===== config.mk =====
export PLATFORM = sky130hd
export DESIGN_NAME = demux2_reg_flat
export DESIGN_NICKNAME = d
export VERILOG_FILES = /design/src/rtl/demux2_if.sv /design/src/rtl/demux2_reg.sv /design/src/flat_wrapper.sv
export SDC_FILE = /design/constraint.sdc
export NUM_CORES = 1
export LEC_CHECK = 0
export ABC_AREA = 1
export ABC_CLOCK_PERIOD_IN_PS = 1140
export CAP_MARGIN = 20
export CELL_PAD_IN_SITES_DETAIL_PLACEMENT = 0
export CELL_PAD_IN_SITES_GLOBAL_PLACEMENT = 2
export CORE_MARGIN = 5
export CORE_UTILIZATION = 23
export CTS_CLUSTER_DIAMETER = 150
export DETAILED_ROUTE_END_ITERATION = 10
export PLACE_DENSITY_LB_ADDON = 0.1
export SYNTH_ARGS = -nofsm -noshare
export SYNTH_HDL_FRONTEND = slang
export SYNTH_SLANG_ARGS = --single-unit

===== constraint.sdc =====
create_clock -name clk -period 1.14 [get_ports clk]
set_clock_uncertainty 0.05 [all_clocks]
set_input_delay 0.171 -clock clk [delete_from_list [all_inputs] [get_ports clk]]
set_output_delay 0.171 -clock clk [all_outputs]
set_load 0.05 [all_outputs]

===== src/rtl/demux2_if.sv =====
// Handshake bundle for the registered 1-to-2 demultiplexer: one producer side, two consumer channels.
// The master modport is the environment (producer plus both consumers); the slave modport is the demux.
interface demux2_if #(
    parameter int bits = 32
);
    logic [bits-1:0] DataIn;
    logic            Signal;
    logic            in_valid;
    logic            in_ready;

    logic [bits-1:0] DataOut0;
    logic            out_valid0;
    logic            out_ready0;

    logic [bits-1:0] DataOut1;
    logic            out_valid1;
    logic            out_ready1;

    modport master (
        output DataIn,
        output Signal,
        output in_valid,
        input  in_ready,
        input  DataOut0,
        input  out_valid0,
        output out_ready0,
        input  DataOut1,
        input  out_valid1,
        output out_ready1
    );

    modport slave (
        input  DataIn,
        input  Signal,
        input  in_valid,
        output in_ready,
        output DataOut0,
        output out_valid0,
        input  out_ready0,
        output DataOut1,
        output out_valid1,
        input  out_ready1
    );
endinterface


===== src/rtl/demux2_reg.sv =====
// Registered 1-to-2 demultiplexer: each channel owns a one-entry output slot (one cycle latency,
// full throughput) and a wrapping transfer counter for debug.
module demux2_reg #(
    parameter int bits  = 32,
    parameter int CNT_W = 8
) (
    input  logic             clk,
    input  logic             rstn,
    input  logic             flush,
    demux2_if.slave          bus,
    output logic [CNT_W-1:0] cnt0,
    output logic [CNT_W-1:0] cnt1
);

    logic            full0_p1;
    logic            full1_p1;
    logic [bits-1:0] data0_p1;
    logic [bits-1:0] data1_p1;
    logic [CNT_W-1:0] cnt0_p1;
    logic [CNT_W-1:0] cnt1_p1;

    logic inReady;
    logic accept;
    logic load0;
    logic load1;
    logic drain0;
    logic drain1;

    // in_ready looks only at the selected slot, so a stalled channel never blocks the other one.
    always_comb begin
        inReady = 1'b0;
        if (!flush) begin
            if (bus.Signal) inReady = !full1_p1 || bus.out_ready1;
            else            inReady = !full0_p1 || bus.out_ready0;
        end
    end

    always_comb begin
        accept = bus.in_valid && inReady;
        load0  = accept && !bus.Signal;
        load1  = accept &&  bus.Signal;
        drain0 = full0_p1 && bus.out_ready0;
        drain1 = full1_p1 && bus.out_ready1;
    end

    // ---- stage p0 -> p1: output slot registers ----
    always_ff @(posedge clk or negedge rstn) begin
        if (!rstn) begin
            full0_p1 <= 1'b0;
            data0_p1 <= '0;
        end else if (flush) begin
            full0_p1 <= 1'b0;
        end else if (load0) begin
            full0_p1 <= 1'b1;
            data0_p1 <= bus.DataIn;
        end else if (drain0) begin
            full0_p1 <= 1'b0;
        end
    end

    always_ff @(posedge clk or negedge rstn) begin
        if (!rstn) begin
            full1_p1 <= 1'b0;
            data1_p1 <= '0;
        end else if (flush) begin
            full1_p1 <= 1'b0;
        end else if (load1) begin
            full1_p1 <= 1'b1;
            data1_p1 <= bus.DataIn;
        end else if (drain1) begin
            full1_p1 <= 1'b0;
        end
    end

    // A word dropped by flush never completed its transfer, so it is not counted.
    always_ff @(posedge clk or negedge rstn) begin
        if (!rstn) begin
            cnt0_p1 <= '0;
            cnt1_p1 <= '0;
        end else if (!flush) begin
            if (drain0) cnt0_p1 <= cnt0_p1 + 1'b1;
            if (drain1) cnt1_p1 <= cnt1_p1 + 1'b1;
        end
    end

    assign bus.in_ready   = inReady;
    assign bus.out_valid0 = full0_p1;
    assign bus.DataOut0   = data0_p1;
    assign bus.out_valid1 = full1_p1;
    assign bus.DataOut1   = data1_p1;
    assign cnt0           = cnt0_p1;
    assign cnt1           = cnt1_p1;

endmodule


===== src/flat_wrapper.sv =====
// flat-port wrapper written by rule: the top's interface ports become plain ports
module demux2_reg_flat 
#(
    parameter int bits  = 32,
    parameter int CNT_W = 8
)
  (clk, rstn, flush, cnt0, cnt1, bus_DataIn, bus_Signal, bus_in_valid, bus_in_ready, bus_DataOut0, bus_out_valid0, bus_out_ready0, bus_DataOut1, bus_out_valid1, bus_out_ready1);
  demux2_if #(.bits(bits)) bus_i ();
  input  logic clk;
  input  logic rstn;
  input  logic flush;
  output logic [CNT_W-1:0] cnt0;
  output logic [CNT_W-1:0] cnt1;
  input wire logic [$bits(bus_i.DataIn)-1:0] bus_DataIn;
  input wire logic [$bits(bus_i.Signal)-1:0] bus_Signal;
  input wire logic [$bits(bus_i.in_valid)-1:0] bus_in_valid;
  output wire logic [$bits(bus_i.in_ready)-1:0] bus_in_ready;
  output wire logic [$bits(bus_i.DataOut0)-1:0] bus_DataOut0;
  output wire logic [$bits(bus_i.out_valid0)-1:0] bus_out_valid0;
  input wire logic [$bits(bus_i.out_ready0)-1:0] bus_out_ready0;
  output wire logic [$bits(bus_i.DataOut1)-1:0] bus_DataOut1;
  output wire logic [$bits(bus_i.out_valid1)-1:0] bus_out_valid1;
  input wire logic [$bits(bus_i.out_ready1)-1:0] bus_out_ready1;
  assign bus_i.DataIn = bus_DataIn;
  assign bus_i.Signal = bus_Signal;
  assign bus_i.in_valid = bus_in_valid;
  assign bus_in_ready = bus_i.in_ready;
  assign bus_DataOut0 = bus_i.DataOut0;
  assign bus_out_valid0 = bus_i.out_valid0;
  assign bus_i.out_ready0 = bus_out_ready0;
  assign bus_DataOut1 = bus_i.DataOut1;
  assign bus_out_valid1 = bus_i.out_valid1;
  assign bus_i.out_ready1 = bus_out_ready1;
  demux2_reg #(.bits(bits), .CNT_W(CNT_W)) u_core (.clk(clk), .rstn(rstn), .flush(flush), .bus(bus_i), .cnt0(cnt0), .cnt1(cnt1));
endmodule

# ---- Yosys cells after proc, flatten, opt, wreduce, memory -nomap -nowiden
# Index checks and enable logic that the tools add are counted.
dict set report classes {
  add_sub_neg 2
  multipliers 0
  n_div 0
  magnitude_cmp 0
  eq_ne 0
  shift 0
  mux 8
  bitwise 1
  reduce_logical 16
}
# operator count
set ops {}
lappend ops {{adder 8 x 1 -> 8 bit (second input constant)} 2}
lappend ops {{two-way mux 1 bit} 8}
lappend ops {{AND reduction 2 bit} 4}
lappend ops {{nonzero test 3 bit} 2}
lappend ops {{logical AND 1 bit} 5}
lappend ops {{zero test 1 bit} 3}
lappend ops {{logical OR 1 bit} 2}
lappend ops {{inverter 1 bit} 1}
dict set report word_totals {
  regBits 82
  latch_bits 0
  ram_bits 0
  mem_bits_ro 0
  input_bits 39
  output_inout_bits 83
  wordCells 33
  memories 0
}

# ---- Logic depth before layout (Yosys ltp)
dict set report logic_depth {
  depth_word 8
  depth_mapped 8
  mapped_depth_nobuf 7
}

# ---- Worst setup path before layout
# OpenSTA, ideal clock, no wires.
dict set report synth_path {
  kind {register to register}
  startpoint {register u_core.full1_p1 (netlist: u_core.bus.out_valid1)}
  endpoint {register u_core.data0_p1[22] (netlist: u_core.bus.DataOut0[22])}
  setup_ns 0.067
  t_arrival_ns 1.497
  required_ns 1.023
  setup_slack_ns -0.474
  path_stages_with_launch 7
  path_buffers 1
  period_less_slack_ns 1.614
  cell_sequence {dfrtp_1 > nand3_1 > nand2_1 > nor2_4 > buf_2 > nand4_1 > nand2_1}
}
dict set report synth_between {
  elab_chain_cells 7
}
# element line
set synth_rtl {}
lappend synth_rtl {{from (decl)} demux2_reg.sv:16} ;# logic full1_p1;
lappend synth_rtl {{from (signal assigned)} demux2_reg.sv:63} ;# full1_p1 <= 1'b0;
lappend synth_rtl {{from (signal assigned)} demux2_reg.sv:66} ;# full1_p1 <= 1'b0;
lappend synth_rtl {{from (signal assigned)} demux2_reg.sv:68} ;# full1_p1 <= 1'b1;
lappend synth_rtl {{zero test 1 bit} demux2_reg.sv:33} ;# if (bus.Signal) inReady = !full1_p1 || bus.out_ready1;
lappend synth_rtl {{logical OR 1 bit} demux2_reg.sv:33}
lappend synth_rtl {{two-way mux 1 bit} demux2_reg.sv:33}
lappend synth_rtl {{two-way mux 1 bit} demux2_reg.sv:32} ;# if (!flush) begin
lappend synth_rtl {{via bus_in_ready} flat_wrapper.sv:17} ;# output wire logic [$bits(bus_i.in_ready)-1:0] bus_in_ready;
lappend synth_rtl {{logical AND 1 bit} demux2_reg.sv:39} ;# accept = bus.in_valid && inReady;
lappend synth_rtl {{logical AND 1 bit} demux2_reg.sv:40} ;# load0 = accept && !bus.Signal;
lappend synth_rtl {{AND reduction 2 bit (no line)} n/a}
lappend synth_rtl {{to (signal assigned)} demux2_reg.sv:55} ;# data0_p1 <= bus.DataIn;
lappend synth_rtl {{to (decl)} demux2_reg.sv:17} ;# logic [bits-1:0] data0_p1;
# The timed path passes the listed nets, and every way through them passes these cells.
# A chain may end at the register's enable or synchronous reset.

# ---- Final worst setup path
dict set report layout_path {
  startpoint {register u_core.full0_p1 (netlist: u_core.bus.out_valid0)}
  endpoint {output bus_in_ready}
}
dict set report layout_between {
  elab_chain_cells 4
}
# element line
set layout_rtl {}
lappend layout_rtl {{from (decl)} demux2_reg.sv:15} ;# logic full0_p1;
lappend layout_rtl {{from (signal assigned)} demux2_reg.sv:49} ;# full0_p1 <= 1'b0;
lappend layout_rtl {{from (signal assigned)} demux2_reg.sv:52} ;# full0_p1 <= 1'b0;
lappend layout_rtl {{from (signal assigned)} demux2_reg.sv:54} ;# full0_p1 <= 1'b1;
lappend layout_rtl {{zero test 1 bit} demux2_reg.sv:34} ;# else inReady = !full0_p1 || bus.out_ready0;
lappend layout_rtl {{logical OR 1 bit} demux2_reg.sv:34}
lappend layout_rtl {{two-way mux 1 bit} demux2_reg.sv:33}
lappend layout_rtl {{two-way mux 1 bit} demux2_reg.sv:32}
lappend layout_rtl {{to (decl)} flat_wrapper.sv:17}
# No other way between the ends.

==> results_dict.tcl <==
set metrics [dict create \
    status "finished with violations" \
    violations "setup timing" \
    grt-ovfl-total 0 \
    avgViaCountPerCell 4.234 \
    synth-seq-area-share_pct 59.61 \
    path_cells "nand2_2 > nor2_2 > nor2_4 > buf_12 > buf_12" \
    synth_cells 385 \
    worstSetupPathType "reg2out" \
    initial_core_util_pct 23.59 \
    clk_root_buffer_cell "clkbuf_16" \
    wl_per_cell_um 16.64 \
    io_buffers 121 \
    setup_tns_ns -20.06 \
    wl_met3_um 742 \
    max-slew-margin-rel_pct 77.88 \
    holdWs_ns 0.2943 \
    avgSynthCellArea_um2 8.940 \
    ys_seq_elements 82 \
    core_um2 14590 \
    synth_top_area_share_pct 59.61 \
    finalSetupViolCount 105 \
    cap_violations 0 \
    dp_slack_ns -0.4912 \
    die_x_um 132.3 \
    rsz0062_at_grt "yes" \
    critPathLaunch "u_core.bus.out_valid0" \
    min_period_ns 1.519 \
    ys_warn_count 0 \
    insertion_delay_ns 0.34 \
    hp-class "in2async" \
    antenna_found_initial 0 \
    clock-sinks 82 \
    arrival_ns 1.30 \
    cp-end-kind "primary output" \
    powerDensity_nw_per_um2 1800 \
    grt_pass1_vias 3552 \
    nFillCells 1334 \
    path_max_fanout 2 \
    worst_path_largest_cell_delay_ns 0.40 \
    clockBufferDepth 2 \
    period_share_pct 133.2 \
    ys_types 17 \
    yosys-top-cells-area "dfrtp_1, nand2_1, nand4_1" \
    grt_use_total_pct 14.86 \
    wl_met1_mm 5.585 \
    rr_startpoint "u_core.bus.out_valid0" \
    dp_hpwl_mm 7.673 \
    ir_worst_vdd_uv 857.1 \
    cts_tree "yes" \
    rows 44 \
    grt_max_degree 55 \
    antenna_left 0 \
    worst_slew_pin_slew_ns 0.3317 \
    setup_ws_ns -0.3785 \
    drt_wl_total_mm 13.32 \
    final_cell_mix "buf_12, buf_4, nand2_1" \
    dieArea_um2 17510 \
    drt_iter0_drc 96 \
    worstPathRequired_ns 0.92 \
    synth_nets 426 \
    power_uw 13710 \
    crit_top_cell "buf_12" \
    final_common_cell "buf_12" \
    hold_viol 0 \
    place_congestion 0.7183 \
    final_net_count 652 \
    slowest_stage "dfrtp_2" \
    drive_gt1_share_pct 56.01 \
    p_leak_uw 0.003680 \
    areaGrowthSynthToFinish_pct 121.3 \
    drt_first_pass_iters 4 \
    drc 0 \
    vias 3387 \
    h-tree-depth 3 \
    highest_layer "met4" \
    fmax_ghz 0.6585 \
    wl_met2_mm 6.782 \
    boundaryPins 122 \
    clk_pin_slew_ns 0.07 \
    cp-start-kind "flip-flop" \
    finalMaxSlewViolations 0 \
    grt_first_pass_wirelength_mm 20.22 \
    die_y_um 132.3 \
    numCtsBuffers 9 \
    synth_top_cell_by_area "dfrtp_1" \
    antenna-diode-count 0 \
    syn_area_um2 3442 \
    final_core_util_pct 52.22 \
]
## cell type report
cell class | instances | area (um2) | area share [%]
Clock buffer | 10 | 239.0 | 3.137
Clock inverter | 6 | 65.06 | 0.8540
Inverter | 54 | 205.2 | 2.693
Multi-Input combinational cell | 229 | 1538 | 20.18
Sequential cell | 82 | 2087 | 27.39
Tap cell | 184 | 230.2 | 3.022
Timing Repair Buffer | 235 | 3254 | 42.72
## layer usage
| layer | vias to the layer above | global-route usage [%] |
|---|---|---|
| met2 | 76 | 24.86 |
| met5 | - | 0 |
| li1 | 1679 | - |
| met3 | 13 | 4.656 |
| met1 | 1619 | 18.16 |
| met4 | 0 | 4.921 |
## registers in the layout (all words and copies together) (netlist names)
name	flops
u_core.bus.DataOut0	32
u_core.bus.out_valid0	1
u_core.cnt1	8
u_core.bus.DataOut1	32
u_core.cnt0	8
u_core.bus.out_valid1	1
## final timing paths
kind | endpoint | slack, ns | cells past startpoint
min in group clk | u_core.bus.DataOut0[12] | 0.30 | 4
worst min register to register | u_core.bus.DataOut0[7] | 0.48 | 2
worst min-delay path | u_core.bus.DataOut0[24] | 0.29 | 3
worst max-delay path | bus_in_ready | -0.38 | 5
worst max register to register | u_core.bus.DataOut0[8] | -0.34 | 8
max in group asynchronous | u_core.bus.DataOut1[14] | 0.40 | 3
## worst max-delay path: cells and delay by family, from the launching register on
family                 cells  cell delay (ns)
buffers and inverters      2             0.25
flip-flops                 1             0.40
AND/OR/NAND/NOR            3             0.30
## metrics by stage
stage / area (um2) / std cells
after global placement: 6025 / 703
after detailed placement: 6025 / 703
after global routing: 7619 / 800
final: 7619 / 800
after floorplan: 3562 / 385
after CTS: 7106 / 776
## what timing repair did
item	in CTS	in global routing
setup endpoints to repair	160	164
setup buffers	49	24
hold endpoints to repair	82	0
hold buffers	1	0
cloned	8	3
pin swaps	14	14
gates resized for setup	69	90
## cells by family (layout without fill, tap and decap cells)
logic type | Yosys count | after routing | synth area share, %
flip-flops | 82 | 82 | 59.61
XOR/XNOR | 8 | 8 | 2.036
adder cells (fa/ha/maj) | 2 | 2 | 0.7269
AND/OR/NAND/NOR | 183 | 183 | 23.66
buffers and inverters | 74 | 305 | 8.542
AO/OA/AOI/OAI | 35 | 35 | 5.089
multiplexers | 1 | 1 | 0.3271
## synthesized netlist by cell type
master / instances
nand3_2: 3
ha_1: 2
nand4_1: 36
nor2_4: 1
inv_1: 50
inv_2: 4
dfrtp_1: 82
o21ai_1: 35
clkbuf_1: 7
xnor2_1: 3
xor2_1: 5
nand3_1: 7
nor2_1: 11
buf_2: 13
mux2_1: 1
nor2_2: 1
nand2_1: 124
## report_power, final
group | leakage (uW) | internal (uW) | switching (uW)
clock | 0.000149 | 1760 | 1250
combinational | 0.00254 | 3460 | 3210
sequential | 0.000994 | 3460 | 573
total | 0.00368 | 8680 | 5040
Note: power is estimated with default switching activity, not from simulation.
==> RTL edit, RTL diff (same flow settings) <==
`bits` is set to 32 in 3 places; all go to 64.
--- a/src/rtl/demux2_if.sv
+++ b/src/rtl/demux2_if.sv
@@ -3,3 +3,3 @@
 interface demux2_if #(
-    parameter int bits = 32
+    parameter int bits = 64
 );
--- a/src/rtl/demux2_reg.sv
+++ b/src/rtl/demux2_reg.sv
@@ -3,3 +3,3 @@
 module demux2_reg #(
-    parameter int bits  = 32,
+    parameter int bits  = 64,
     parameter int CNT_W = 8
--- a/src/flat_wrapper.sv
+++ b/src/flat_wrapper.sv
@@ -3,3 +3,3 @@
 #(
-    parameter int bits  = 32,
+    parameter int bits  = 64,
     parameter int CNT_W = 8
Interface: changed (resized bus_DataIn, bus_DataOut0 and bus_DataOut1); port bits go from 122 to 218. The function was not compared with the original's and may differ.
==> RTL edit against the unedited design <==
- the flow still finishes with violations (negative setup slack)
- area after synthesis grew 75%
- sequential share of layout area increased by 3.0 points
- synthesized cell count up 72%
- worst setup slack worse by 0.078 ns
- sequential cell count increased by 64
- utilization decreased by 5.6 points
- sequential power up 77%
- final cell count up 66%
- routed wire length rose by 71%
- fmax shrank 4.9%
- hold slack worse by 0.20 ns
- design area up 59%
- combinational power is 54% higher
- total power grew 68%
==> RTL edit: results (changes against the unedited design) <==
Logic synthesis
  • Top post-synthesis cells by area: dfrtp_1, nand2_1, nand4_1
  • Post-synth cell types: 18 (+1)
  • Synth Instances: 663 (+72%)
  • Post-synth top cells: nand2_1, dfrtp_1, inv_1
  • Post-synthesis net count: 736 (+73%)
  • Register bit total from synthesis: 146 (+78%)

Placed design
  • GP Congestion: 0.769 (+7.1%)
  • DP Area: 10400 um^2 (+73%)
  • Dpl hpwl: 15100 um (+97%)
  • Pre-CTS setup slack: -0.654 ns (-0.163 ns)

Final layout
  • Clock buffers: 20 (+10)
  • Post-Layout Inst Area: 12100 um^2 (+59%)
  • Non-clk bufs: 342 (+46%)
  • Fraction of area in multi-input gates: 16.2% (-4.0 points)
  • # fillers: 2392 (+79%)
  • Non-clock buffer share: 42.6% (-0.17 points)
  • # nets final: 1055 (+62%)
  • Invs w/o clock: 86 (+59%)
  • Register area: 3670 um^2 (+76%)

Setup path
  • CP max FO: 6 (+4)

Drt
  • Initial DRC count: 245 (+160%)
  • Via count: 5671 (+67%)
  • Routed WL: 22800 um (+71%)

STA
  • Worst hold margin: 0.0914 ns (-0.203 ns)
  • Setup TNS Final: -62.86 ns (-42.80 ns)
  • Worst Max-Slew Pin Slew: 0.406 ns (+0.0742 ns)
  • Final worst slack: -0.456 ns (-0.0779 ns)
  • Final setup violation count: 291 (+180%)

Pwr
  • P_comb: 10300 uW (+54%)
  • Peak VDD IR: 1.86 mV (+120%)
  • NetSw: 8470 uW (+68%)
  • P_seq: 7120 uW (+77%)

Global routing
  • Number of global-route vias before repair: 5937 (+67%)
  • Global-route wire length before repair: 35000 um (+73%)
  • Largest net degree at the start of global routing: 56 (+1.8%)

Status
  • Status: finished with violations
  • Violated checks: negative setup slack

Clocking
  • Num CTS Buffers: 17 (+8)
  • H-tree Lvls: 4 (+1)
  • Worst-skew pair later-pin latency: 0.42 ns (+0.08 ns)
## RTL edit: logic make-up (layout without fill, tap and decap cells)
family,Yosys count,count (layout),share of synthesized area [%]
simple gates,311,311,22.6
flops,146,146,60.8
buf+inv,128,460,9.30
compound gates,67,67,5.58
xor+xnor,8,8,1.17
fa+ha+maj,2,2,0.416
mux,1,1,0.187
## RTL edit: worst max path at each step
stage / start / to / slack [ns]
global route: u_core.bus.out_valid0 / u_core.bus.DataOut0[3] / -0.50
detailed placement: bus_out_ready1 / bus_in_ready / -0.65
floorplan: u_core.bus.out_valid1 / u_core.bus.DataOut0[14] / -0.27
global placement: bus_out_ready1 / bus_in_ready / -0.63
CTS: u_core.bus.out_valid1 / bus_in_ready / -0.44
finish: u_core.bus.out_valid1 / u_core.bus.DataOut1[63] / -0.46
## RTL edit: what timing repair did
action	CTS	global route
pin swaps	2	1
gates resized for setup	67	14
hold endpoints to repair	146	0
setup buffers	38	25
setup endpoints to repair	286	292
gates cloned	12	0
hold buffers	1	0
## RTL edit: critical path, stage by stage (launching register included)
cell and delay [ns]:
dfrtp_2 0.40, buf_4 0.15, nand2_4 0.07, nand4_1 0.11
buf_6 0.17, buf_12 0.14, bufbuf_16 0.26, nand2_1 0.06
o21ai_1 0.06
## RTL edit: layer usage
metal | track usage, % | routed length, um | share of wire, % | vias up
li1 | - | - | - | 2757
met4 | 3.82 | 219 | 0.96 | 0
met2 | 24.9 | 11000 | 48 | 152
met5 | 0 | 0 | 0 | -
met3 | 5.22 | 1780 | 7.8 | 15
met1 | 20.0 | 9800 | 43 | 2747
